`src/rtl/face_scan_controller.sv`:
```
// face_scan_controller: scans a 3x3 sticker grid over one camera frame.
// Define FACE_SCAN_RETRY_EN to rescan faces that return invalid colour codes.
module face_scan_controller #(
  parameter int X0        = 200,
  parameter int Y0        = 120,
  parameter int PITCH     = 80,
  parameter int WIN_LOG2  = 3,
  parameter int COLOR_LAT = 1,
  parameter int MAX_RETRY = 2
) (
  input  logic        clock,
  input  logic        reset,
  input  logic        start,
  input  logic        frame_start,
  input  logic        pixel_valid,
  input  logic [10:0] hcount,
  input  logic [9:0]  vcount,
  input  logic [7:0]  pix_r,
  input  logic [7:0]  pix_g,
  input  logic [7:0]  pix_b,
  output logic [7:0]  avg_red,
  output logic [7:0]  avg_green,
  output logic [7:0]  avg_blue,
  input  logic [2:0]  color_in,
  output logic [26:0] face_colors,
  output logic        face_valid,
  output logic        busy,
  output logic        scan_error
);

  localparam int SW  = 8 + 2 * WIN_LOG2;
  localparam int SH  = 2 * WIN_LOG2;
  localparam int WIN = 1 << WIN_LOG2;

  typedef enum logic [2:0] {
    IDLE,
    WAIT_FRAME,
    ACCUM,
    PRESENT,
    CAPTURE,
    DONE
  } state_e;

  state_e state_q, state_d;

  logic [3:0]  k_q, k_d;
  logic [7:0]  cnt_q, cnt_d;
  logic [7:0]  avg_r_q, avg_r_d;
  logic [7:0]  avg_g_q, avg_g_d;
  logic [7:0]  avg_b_q, avg_b_d;
  logic [26:0] face_q, face_d;
  logic        fv_q, fv_d;

  logic        acc_clr;
  logic        acc_en;
  logic [2:0]  col_hit;
  logic [2:0]  row_hit;

  logic [SW-1:0] sum_r_q [9];
  logic [SW-1:0] sum_g_q [9];
  logic [SW-1:0] sum_b_q [9];
  logic [SW-1:0] sum_r_d [9];
  logic [SW-1:0] sum_g_d [9];
  logic [SW-1:0] sum_b_d [9];

`ifdef FACE_SCAN_RETRY_EN
  logic [7:0] retry_q, retry_d;
  logic       inv_q, inv_d;
  logic       err_q, err_d;
  logic       bad_code;
  logic       scan_bad;

  assign bad_code = color_in[2] & color_in[1];
  assign scan_bad = inv_q | bad_code;
`endif

  // Window row/column decode of the current pixel coordinate
  always_comb begin
    col_hit = '0;
    row_hit = '0;
    for (int i = 0; i < 3; i++) begin
      col_hit[i] = (int'(hcount) >= X0 + i * PITCH) &&
                   (int'(hcount) <  X0 + i * PITCH + WIN);
      row_hit[i] = (int'(vcount) >= Y0 + i * PITCH) &&
                   (int'(vcount) <  Y0 + i * PITCH + WIN);
    end
  end

  // Per-cell channel sums: cleared when a scan (re)starts, summed in ACCUM
  always_comb begin
    for (int r = 0; r < 3; r++) begin
      for (int c = 0; c < 3; c++) begin
        sum_r_d[r*3+c] = sum_r_q[r*3+c];
        sum_g_d[r*3+c] = sum_g_q[r*3+c];
        sum_b_d[r*3+c] = sum_b_q[r*3+c];
        if (acc_clr) begin
          sum_r_d[r*3+c] = '0;
          sum_g_d[r*3+c] = '0;
          sum_b_d[r*3+c] = '0;
        end else if (acc_en && row_hit[r] && col_hit[c]) begin
          sum_r_d[r*3+c] = sum_r_q[r*3+c] + SW'(pix_r);
          sum_g_d[r*3+c] = sum_g_q[r*3+c] + SW'(pix_g);
          sum_b_d[r*3+c] = sum_b_q[r*3+c] + SW'(pix_b);
        end
      end
    end
  end

  // Next-state and datapath control for the scan sequence
  always_comb begin
    state_d = state_q;
    k_d     = k_q;
    cnt_d   = cnt_q;
    avg_r_d = avg_r_q;
    avg_g_d = avg_g_q;
    avg_b_d = avg_b_q;
    face_d  = face_q;
    fv_d    = 1'b0;
    acc_clr = 1'b0;
    acc_en  = 1'b0;
`ifdef FACE_SCAN_RETRY_EN
    retry_d = retry_q;
    inv_d   = inv_q;
    err_d   = err_q;
`endif
    unique case (state_q)
      IDLE: begin
        if (start) begin
          state_d = WAIT_FRAME;
          k_d     = '0;
          acc_clr = 1'b1;
`ifdef FACE_SCAN_RETRY_EN
          retry_d = '0;
          inv_d   = 1'b0;
          err_d   = 1'b0;
`endif
        end
      end
      WAIT_FRAME: begin
        if (frame_start) begin
          state_d = ACCUM;
        end
      end
      ACCUM: begin
        if (frame_start) begin
          state_d = PRESENT;
          k_d     = '0;
          cnt_d   = '0;
        end else begin
          acc_en = pixel_valid;
        end
      end
      PRESENT: begin
        if (cnt_q == 8'd0) begin
          avg_r_d = sum_r_q[k_q][SW-1:SH];
          avg_g_d = sum_g_q[k_q][SW-1:SH];
          avg_b_d = sum_b_q[k_q][SW-1:SH];
        end
        if (cnt_q == 8'(COLOR_LAT + 1)) begin
          state_d = CAPTURE;
        end else begin
          cnt_d = cnt_q + 8'd1;
        end
      end
      CAPTURE: begin
        face_d[int'(k_q)*3 +: 3] = color_in;
`ifdef FACE_SCAN_RETRY_EN
        inv_d = scan_bad;
`endif
        if (k_q != 4'd8) begin
          k_d     = k_q + 4'd1;
          cnt_d   = '0;
          state_d = PRESENT;
        end else begin
`ifdef FACE_SCAN_RETRY_EN
          if (scan_bad && int'(retry_q) < MAX_RETRY) begin
            retry_d = retry_q + 8'd1;
            inv_d   = 1'b0;
            acc_clr = 1'b1;
            k_d     = '0;
            state_d = WAIT_FRAME;
          end else begin
            err_d   = scan_bad;
            fv_d    = 1'b1;
            state_d = DONE;
          end
`else
          fv_d    = 1'b1;
          state_d = DONE;
`endif
        end
      end
      DONE: begin
        state_d = IDLE;
      end
      default: begin
        state_d = IDLE;
      end
    endcase
  end

  // State register
  always_ff @(posedge clock or posedge reset) begin
    if (reset) begin
      state_q <= IDLE;
    end else begin
      state_q <= state_d;
    end
  end

  // Datapath registers: sums, cell index, averages, face word
  always_ff @(posedge clock or posedge reset) begin
    if (reset) begin
      k_q     <= '0;
      cnt_q   <= '0;
      avg_r_q <= '0;
      avg_g_q <= '0;
      avg_b_q <= '0;
      face_q  <= '0;
      fv_q    <= 1'b0;
      for (int i = 0; i < 9; i++) begin
        sum_r_q[i] <= '0;
        sum_g_q[i] <= '0;
        sum_b_q[i] <= '0;
      end
    end else begin
      k_q     <= k_d;
      cnt_q   <= cnt_d;
      avg_r_q <= avg_r_d;
      avg_g_q <= avg_g_d;
      avg_b_q <= avg_b_d;
      face_q  <= face_d;
      fv_q    <= fv_d;
      for (int i = 0; i < 9; i++) begin
        sum_r_q[i] <= sum_r_d[i];
        sum_g_q[i] <= sum_g_d[i];
        sum_b_q[i] <= sum_b_d[i];
      end
    end
  end

`ifdef FACE_SCAN_RETRY_EN
  // Retry bookkeeping and sticky error flag
  always_ff @(posedge clock or posedge reset) begin
    if (reset) begin
      retry_q <= '0;
      inv_q   <= 1'b0;
      err_q   <= 1'b0;
    end else begin
      retry_q <= retry_d;
      inv_q   <= inv_d;
      err_q   <= err_d;
    end
  end

  assign scan_error = err_q;
`else
  logic unused_retry_cfg;

  assign unused_retry_cfg = ^MAX_RETRY;
  assign scan_error       = 1'b0;
`endif

  assign avg_red     = avg_r_q;
  assign avg_green   = avg_g_q;
  assign avg_blue    = avg_b_q;
  assign face_colors = face_q;
  assign face_valid  = fv_q;
  assign busy        = (state_q != IDLE);

endmodule

```
`config.mk`:
```
export PLATFORM = sky130hd
export DESIGN_NAME = face_scan_controller
export DESIGN_NICKNAME = d
export VERILOG_FILES = /design/src/rtl/face_scan_controller.sv
export SDC_FILE = /design/constraint.sdc
export NUM_CORES = 2
export LEC_CHECK = 0
export CAP_MARGIN = 20
export CORE_MARGIN = 2
export CORE_UTILIZATION = 61
export DETAILED_ROUTE_END_ITERATION = 12
export GPL_TIMING_DRIVEN = 0
export PLACE_DENSITY = 0.8
export SLEW_MARGIN = 20
export SYNTH_ARGS = -nofsm -noshare
export SYNTH_HDL_FRONTEND = slang
export SYNTH_SLANG_ARGS = --single-unit
```
`constraint.sdc`:
```
create_clock -name clock -period 18.5 [get_ports clock]
set_clock_uncertainty 0.15 [all_clocks]
set_input_delay 4.625 -clock clock [delete_from_list [all_inputs] [get_ports clock]]
set_output_delay 4.625 -clock clock [all_outputs]
set_load 0.005 [all_outputs]
```
==> results.cfg <==
[outcome]
outcome = finished clean

[route]
avgViaCountPerCell = 6.73
drcViolationCount = 0
first_pass_iters = 7
routed_wl_um = 100000
wl_per_cell_um = 25.6
drtIter0Drc = 2869
vias = 26400
ant_nets = 0

[clock_tree]
cts_hold_buf = 0
cts.htree.levels = 2
clockRootBuffer = clkbuf_16
cts_setup_buffers = 0
clock_sinks = 445
clk_path_buf_depth = 3
clock_latency_ns = 0.61
cts.repair.resized = 0
cts_made_buffers = 50
tritoncts = yes
clkSlewWorstSetupHoldPaths_ns = 0.06

[yosys]
synth_fp_nets = 3426
syn_area_mm2 = 0.0290
synth_edf_count = 0
ys_seq_elements = 445
async_reset_ff_frac = 1.00
synth.avg_cell_area_um2 = 9.28
synth_warnings = 0
synth_top_area_cell = dfrtp_1
seq_area_frac_synth = 0.384
synth.area.top_cells = dfrtp_1 38%, ha_1 9.7%, nand3_1 4.8%, o21ai_0 4.6%, xor2_1 4.2%
synth_top_area_frac = 0.384
synth_ff_type = dfrtp_1
ys_types = 74
synthCells = 3122

[grt]
grt_pass1_wl_um = 152000
grt_pass1_vias = 25300
grt_max_degree = 101
antenna_found_initial = 2
grt.overflow.total = 0
gr-usage-all-layers = 0.409

[worst_setup_path]
cp.depth = 9
cp_slowest_stage_delay_ns = 0.82
arrival_ns = 8.48
criticalPathCategory = in -> reg
reg2reg_slack_ns = 14.37
crit_path_max_fanout = 10
reg2reg_from = state_q[2]
r2r_end = sum_r_q[94]
required_ns = 18.84
path_buf_inv = 3
cp-startpoint = frame_start
endpoint_kind = register
cp_top_family = simple AND/OR/NAND/NOR gates
crit_end = sum_r_q[94]
start_kind = primary input
reg2reg_depth = 9
crit_chain = clkdlybuf4s50_1, or4b_1, buf_2, nor3_2, clkbuf_1, nand2_1, nor2_2, nand4_1, mux2i_1
cp_slowest_cell = clkbuf_1

[timing]
rsz0062_at_grt = false
final_max_slew_viol_count = 0
setup_viol = 0
fmax_ghz = 0.123
finalHoldViolations = 0
slew_headroom = 0.219
hold_slack_ns = 0.336
worst_slew_pin_slew_ns = 1.17
fin_crit_sh = 0.440
post-route-min-period_ns = 8.13

[cells_and_area]
fin_area_mm2 = 0.0326
n_fill_cell = 3619
area_growth_pct = 12.7
multi_input_area_mm2 = 0.0172
layout-drive-gt1-share = 0.0666
seq_area_mm2 = 0.0111
nNetsFinal = 3587
diodes = 0

[floorplanning]
die_area_mm2 = 0.0493
core_area_mm2 = 0.0468
std_cell_rows = 79
io_pins = 107
initial_core_util = 0.620
die_w_um = 222
fp.dieH_um = 222

[power]
switching_power_w = 0.000786
swShare = 0.315
ir_drop_uv = 59.2
p_leak_nw = 14.8
p_per_area_mw_per_mm2 = 76.6
internal_power_w = 0.00171
seqPwrFrac = 0.398
p_comb_frac = 0.191
pwr-share-clk = 0.411

[place]
port_buffers = 99
place_area_mm2 = 0.0310
place.gp.congestion = 1.00
dp_hpwl_um = 74000

[flow_run]
max_cap_violations = 0

[min_path]
hp-class = reg -> reg
hold_start = avg_green[2]
==> layer usage <==
metal,part of all wire,vias to the layer above,global-route usage,routed length [um]
met4,0.084,2,0.301,8430
li1,-,11600,-,-
met1,0.38,13000,0.528,38600
met3,0.11,372,0.108,11200
met5,0.00015,-,0,15
met2,0.42,1484,0.594,42200
==> registers in the layout, summed over array words and instances (netlist names), 4 cells and up <==
register and cells:
avg_blue 8, avg_green 8, avg_red 8, cnt_q 8, face_colors 27, k_q 4, sum_b_q 126, sum_g_q 126
sum_r_q 126
==> area by class of cell <==
| type | instances | area share |
|---|---|---|
| timing repair buffer | 109 | 0.0355 |
| buffer | 131 | 0.0161 |
| sequential | 445 | 0.341 |
| inverter | 48 | 0.00575 |
| multi-input combinational | 2498 | 0.528 |
| clock buffer | 75 | 0.0462 |
| tap | 607 | 0.0233 |
| clock inverter | 13 | 0.00429 |
==> logic make-up after synthesis <==
family	count (synthesis)	share of synthesized area
xor+xnor	272	0.0822
mux	92	0.0537
simple gates	1191	0.197
flops	445	0.384
buf+inv	179	0.0241
fa+ha+maj	251	0.115
compound gates	691	0.144
other cells	1	0.000129
==> placed cells by master (no fill, tap or decap), types with 48 or more instances in the layout <==
master	count
dfrtp_1	445
clkbuf_16	53
a21o_1	52
o21ai_0	266
nand3_1	279
a21oi_1	171
xnor2_1	134
nor3_1	73
nand2_1	299
nor2_1	287
ha_1	224
clkdlybuf4s50_1	96
clkbuf_1	101
mux4_2	48
xor2_1	138
==> power groups by stage <==
stage	clock network, W	registers [W]	logic, W
6_report	0.00103	0.000995	0.000477
5_1_grt	0.00107	0.000996	0.000502
4_1_cts	0.00103	0.000995	0.000464
3_5_place_dp	0	0.00101	0.000461
3_3_place_gp	0	0.00101	0.000448
2_1_floorplan	0	0.00101	0.000266
==> through the flow <==
| stage | power [W] | setup WS (ns) | setup TNS, ns | cells | utilization |
|---|---|---|---|---|---|
| 2_1_floorplan | 0.00128 | 1.32 | 0 | 3122 | - |
| 3_3_place_gp | 0.00146 | -4.24 | -1856.39 | 3828 | 0.657 |
| 3_5_place_dp | 0.00147 | 9.96 | 0 | 3838 | 0.662 |
| 4_1_cts | 0.00249 | 10.56 | 0 | 3926 | 0.698 |
| 5_1_grt | 0.00257 | 10.39 | 0 | 3926 | 0.698 |
| 6_report | 0.00250 | 10.37 | 0 | 3926 | 0.698 |
==> worst register-to-register path, delay by kind of cell, from the launching register on <==
kind | cells | cell delay, ns
buffers and inverters | 3 | 1.14
DFF | 1 | 0.37
and+or+nand+nor | 5 | 2.19
muxes | 1 | 0.17
==> cells in the mapped netlist, drive strengths merged, types with 27 or more instances <==
| cell | instances |
|---|---|
| a211oi | 29 |
| a21o | 52 |
| a21oi | 171 |
| and3 | 33 |
| buf | 39 |
| clkbuf | 92 |
| dfrtp | 445 |
| fa | 27 |
| ha | 224 |
| inv | 48 |
| mux2 | 28 |
| mux4 | 48 |
| nand2 | 299 |
| nand3 | 279 |
| nand4 | 42 |
| nor2 | 290 |
| nor2b | 27 |
| nor3 | 78 |
| o211ai | 27 |
| o21ai | 266 |
| xnor2 | 134 |
| xor2 | 138 |
==> worst min-delay path by stage <==
stage / end / slack, ns / cells after the start
after floorplan: sum_r_q[97] / 0.29 / 1
after global placement: sum_r_q[55] / 0.31 / 1
after detailed placement: sum_r_q[97] / 0.32 / 1
after CTS: sum_r_q[97] / 0.33 / 1
after global routing: sum_r_q[55] / 0.36 / 1
final: avg_green[2] / 0.34 / 2
No activity file was read; power rests on OpenSTA's default activity.
